## config.mk

```make
export PLATFORM = sky130hd
export DESIGN_NAME = regfile_write_arbiter
export DESIGN_NICKNAME = d
export VERILOG_FILES = /design/src/rtl/regfile_write_arbiter.sv
export SDC_FILE = /design/constraint.sdc
export NUM_CORES = 1
export LEC_CHECK = 0
export CORE_MARGIN = 2
export CORE_UTILIZATION = 45
export DETAILED_ROUTE_END_ITERATION = 6
export DONT_BUFFER_PORTS = 1
export PLACE_DENSITY_LB_ADDON = 0.2
export SYNTH_ARGS = -nofsm -noshare
export SYNTH_HDL_FRONTEND = slang
export SYNTH_SLANG_ARGS = --single-unit
```

## constraint.sdc

```tcl
create_clock -name clk -period 6.07 [get_ports clk]
set_input_delay 0.9105 -clock clk [delete_from_list [all_inputs] [get_ports clk]]
set_output_delay 0.9105 -clock clk [all_outputs]
set_load 0.03 [all_outputs]
```

## src/rtl/regfile_write_arbiter.sv

```systemverilog
// ---------------------------------------------------------------------------
// regfile_write_arbiter
//
// Arbitrates three register-file write requesters (0 = ALU, 1 = load,
// 2 = move/immediate) onto a single write port.  One write is accepted per
// cycle using a round-robin priority pointer.  The accepted write is
// registered and presented to the 3-to-8 write decoder and the register file
// data port one cycle later.
//
// Ports
//   clk, rst              single clock, synchronous active-high reset
//   reqN_valid/addr/data  write request from requester N (N = 0..2)
//   reqN_ready            combinational accept for requester N
//   wb_stall              blocks every grant in the current cycle
//   dec_enable, dec_addr  write decoder enable and address (registered)
//   wr_data               register file write data (registered)
//   grant_id              requester index of the presented write, 2'b11 idle
//   rr_ptr                debug view of the round-robin priority pointer
//
// Handshake: a write transfers in a cycle where reqN_valid && reqN_ready.
// Requesters hold valid/addr/data stable until they see ready; ready never
// waits on anything the requester does after seeing it, and nothing is
// latched from a request that was not accepted.
// ---------------------------------------------------------------------------
module regfile_write_arbiter #(
   parameter int DATA_W = 10,
   parameter int ADDR_W = 3
) (
   input  logic              clk,
   input  logic              rst,

   input  logic              req0_valid,
   input  logic [ADDR_W-1:0] req0_addr,
   input  logic [DATA_W-1:0] req0_data,
   output logic              req0_ready,

   input  logic              req1_valid,
   input  logic [ADDR_W-1:0] req1_addr,
   input  logic [DATA_W-1:0] req1_data,
   output logic              req1_ready,

   input  logic              req2_valid,
   input  logic [ADDR_W-1:0] req2_addr,
   input  logic [DATA_W-1:0] req2_data,
   output logic              req2_ready,

   input  logic              wb_stall,

   output logic              dec_enable,
   output logic [ADDR_W-1:0] dec_addr,
   output logic [DATA_W-1:0] wr_data,
   output logic [1:0]        grant_id,
   output logic [1:0]        rr_ptr
);

   localparam logic [1:0] IDLE_ID = 2'b11;

   // Reduce a 0..5 sum to 0..2 (mod 3).
   function automatic logic [1:0] wrap3(input logic [2:0] s);
      if (s >= 3'd3) begin
         wrap3 = 2'(s - 3'd3);
      end else begin
         wrap3 = s[1:0];
      end
   endfunction

   logic [1:0] ptr;
   logic [1:0] ptr_eff;
   logic [2:0] valid_vec;
   logic [1:0] cand;
   logic [1:0] win_idx;
   logic       found;
   logic       transfer;
   logic [ADDR_W-1:0] win_addr;
   logic [DATA_W-1:0] win_data;

   // A pointer of 3 is never produced, but if it ever appears it is read as 0
   // and normalised on the next clock.
   assign ptr_eff   = (ptr == 2'd3) ? 2'd0 : ptr;
   assign valid_vec = {req2_valid, req1_valid, req0_valid};
   assign rr_ptr    = ptr;

   // Search P, P+1, P+2 (mod 3); first valid requester wins.
   always_comb begin
      found   = 1'b0;
      win_idx = 2'd0;
      cand    = 2'd0;
      for (int k = 0; k < 3; k++) begin
         cand = wrap3({1'b0, ptr_eff} + 3'(k));
         if (!found && valid_vec[cand]) begin
            found   = 1'b1;
            win_idx = cand;
         end
      end
   end

   // Stall and reset both suppress the grant in the same cycle.
   assign transfer   = found && !wb_stall && !rst;
   assign req0_ready = transfer && (win_idx == 2'd0);
   assign req1_ready = transfer && (win_idx == 2'd1);
   assign req2_ready = transfer && (win_idx == 2'd2);

   always_comb begin
      win_addr = req0_addr;
      win_data = req0_data;
      case (win_idx)
         2'd1: begin
            win_addr = req1_addr;
            win_data = req1_data;
         end
         2'd2: begin
            win_addr = req2_addr;
            win_data = req2_data;
         end
         default: begin
            win_addr = req0_addr;
            win_data = req0_data;
         end
      endcase
   end

   always_ff @(posedge clk) begin
      if (rst) begin
         ptr        <= 2'd0;
         dec_enable <= 1'b0;
         dec_addr   <= '0;
         wr_data    <= '0;
         grant_id   <= IDLE_ID;
      end else if (transfer) begin
         ptr        <= wrap3({1'b0, win_idx} + 3'd1);
         dec_enable <= 1'b1;
         dec_addr   <= win_addr;
         wr_data    <= win_data;
         grant_id   <= win_idx;
      end else begin
         // No transfer: pointer holds (stall included), address/data hold.
         ptr        <= ptr_eff;
         dec_enable <= 1'b0;
         grant_id   <= IDLE_ID;
      end
   end

endmodule

```

==> impl_metrics.csv <==
group,metric,value,unit
outcome,status,"finished clean",
global_routing,grt_max_degree,28,
power,peakVddDrop,0.275,mV
global_routing,grt_pass1_vias,863,
timing,worst_slew_pin_slew,1.08,ns
route,met2_wirelength,1.26,mm
place,place_congestion,0.736,
layout,drive_above_1_share,0.0593,
timing,tns,0,ns
place,placed_cell_area,0.00113,mm²
logic_synthesis,synth-seq-area-share,0.311,
power,p_sw,0.380,mW
worst_setup_path,critPathMaxFanout,14,
power,seq_power_share,0.322,
logic_synthesis,synthDistinctLibCells,26,
global_routing,grt_usage,0.185,
layout,fillers,242,
logic_synthesis,syn_area,0.00116,mm²
floorplan,core_region_area,0.00245,mm²
worst_hold_path,hold_class,"in -> reg",
layout,num-nets-final,189,
clock_tree,ctsHtreeMaxLevel,1,
global_routing,grt_pass1_wl,3.86,mm
worst_setup_path,start_kind,"register",
clock_tree,cts_sinks,18,
timing,fmax,0.241,GHz
timing,hold_viol,0,
logic_synthesis,synth_area_leaders,"dfxtp_1, mux2i_1, ha_1, a22oi_1, o21ai_0",
logic_synthesis,yosys_warnings,0,
logic_synthesis,ys_ff_latch,18,
clock_tree,cts_resized,0,
logic_synthesis,synth_cells,140,
power,p_comb_frac,0.573,
power,leakagePower,0.451,nW
worst_setup_path,crit_type,"reg -> out",
place,numPortBuffers,0,
floorplan,pin_count,66,
floorplan,fp.dieW,54.7,µm
clock_tree,cts_buffer_depth,2,
route,drc,0,
timing,slew_headroom,0.278,
timing,period_needed,4.15,ns
power,power_frac_clock,0.104,
floorplan,die-area,0.00300,mm²
layout,final_cell_mix,"nand2_1, dfxtp_1, o21ai_0, nor2_1, mux2i_1",
route,top_layer_used,"met4",
route,routed-via-count,950,
layout,final_common_cell,"nand2_1",
clock_tree,postCtsSetupRepairBufs,0,
global_routing,grt-ovfl-total,0,
timing,setup_viol,0,
logic_synthesis,synth_top_area_frac,0.311,
clock_tree,ctsHoldBuffers,0,
route,wl_met3,215,µm
global_routing,antenna_found_initial,0,
worst_hold_path,hp-start,"rst",
layout,area_delta_synth_final,1.08,%
timing,timing.final.max_slew_violations,0,
route,drtPass1Iterations,4,
clock_tree,cts_tree,"built",
logic_synthesis,yosysTopAreaCell,"dfxtp_1",
floorplan,initial_core_util,0.472,
route,wl_met1,1.13,mm
route,totalWireLength,2.64,mm
worst_setup_path,worstPathRequired,5.16,ns
route,vias_per_cell,5.76,
flow_run,maxCapViolCount,0,
clock_tree,cts_buffers,3,
worst_setup_path,endpoint_kind,"primary output",
power,powerDensity,619,mW/mm²
logic_synthesis,synth_nets,193,
layout,finalNonFillerCells,165,
layout,antenna_cells,0,
layout,final_area,0.00117,mm²
place,dp_hpwl,1.98,mm
timing,rsz0062_at_grt,"false",
route,drtIter0Drc,23,
floorplan,row_count,18,
route,avgRoutedWirePerCell,16.0,µm
clock_tree,cts_root_buf,"clkbuf_4",
worst_setup_path,crit_path_start,"rr_ptr[0]",
power,p_sw_frac,0.524,
place,dp.cells,161,
worst_setup_path,worstPathArrival,3.24,ns
worst_setup_path,timing.rr.start,"rr_ptr[0]",
clock_tree,clk_pin_slew_worst_paths,0.11,ns
clock_tree,clock_latency,0.30,ns
timing,fin_crit_sh,0.683,
logic_synthesis,avgSynthCellArea,8.28,µm²
floorplan,die_y,54.7,µm
route,ant_nets,0,
timing,skew,0.0120,ns
timing,hold_slack,0.664,ns
power,internal_power,0.345,mW
[state kept, by name, indices dropped and copies added (netlist names)]
name,flops
grant_id,2
dec_enable,1
dec_addr,3
wr_data,10
rr_ptr,2
[final cells by class]
| cell class | count | area (µm²) | share of cell area |
|---|---|---|---|
| clock buffer | 4 | 36.3 | 0.0310 |
| inverter | 5 | 18.8 | 0.0160 |
| multi-input combinational | 108 | 718 | 0.613 |
| sequential | 18 | 360 | 0.308 |
| tap | 30 | 37.5 | 0.0321 |
[critical path, cell delays in order, from the launching register on]
cell	delay, ns
dfxtp_1	0.57
inv_1	0.11
ha_1	0.41
mux2i_2	0.33
nor2_1	0.12
a311o_1	0.42
inv_1	0.10
ha_1	0.48
and2_1	0.39
[synth_stat cells]
cell type	count
dfxtp_1	18
o21ai_0	17
mux2i_2	2
buf_4	1
clkbuf_1	6
mux2_2	1
nand3b_1	1
and2_1	3
or2_2	1
o31a_1	1
a22oi_1	13
nor3_1	1
nand2_1	19
o22ai_1	1
a21oi_1	1
ha_1	8
a311o_1	1
o21a_1	1
a221o_1	1
nor2_1	17
mux2i_1	15
nor3b_1	1
buf_12	1
nand2b_1	3
inv_1	5
buf_6	1
[layer usage]
layer  GRT usage  vias to the layer above
li1            -                      478
met1       0.214                      429
met2       0.308                       37
met3      0.0574                        6
met4      0.0833                        0
met5           0                        -
[power groups by stage]
stage / registers, mW / clock network, mW / logic (mW)
after floorplan: 0.230 / 0 / 0.358
after global placement: 0.236 / 0 / 0.400
after detailed placement: 0.237 / 0 / 0.416
after CTS: 0.234 / 0.0784 / 0.418
after global routing: 0.239 / 0.0838 / 0.475
final: 0.234 / 0.0756 / 0.415
[final timing paths]
check / cells past startpoint / slack [ns] / end
worst max-delay path: 8 / 1.92 / req1_ready
worst min register to register: 2 / 0.66 / wr_data[4]
worst max register to register: 9 / 2.83 / wr_data[7]
worst min-delay path: 1 / 0.66 / dec_addr[2]
[stage by stage]
stage	worst slack, ns	power [mW]	util
2_1_floorplan	2.47	0.589	-
3_3_place_gp	2.41	0.636	0.462
3_5_place_dp	2.29	0.653	0.462
4_1_cts	1.93	0.730	0.477
5_1_grt	1.73	0.798	0.477
6_report	1.92	0.725	0.477
[cells by family after synthesis]
| kind of cell | Yosys count | synth area share |
|---|---|---|
| multiplexers | 18 | 0.163 |
| adder cells (fa/ha/maj) | 8 | 0.0864 |
| AO/OA/AOI/OAI | 36 | 0.199 |
| AND/OR/NAND/NOR | 46 | 0.172 |
| flip-flops | 18 | 0.311 |
| buffers and inverters | 14 | 0.0691 |
Note: power is estimated with default switching activity, not from simulation.
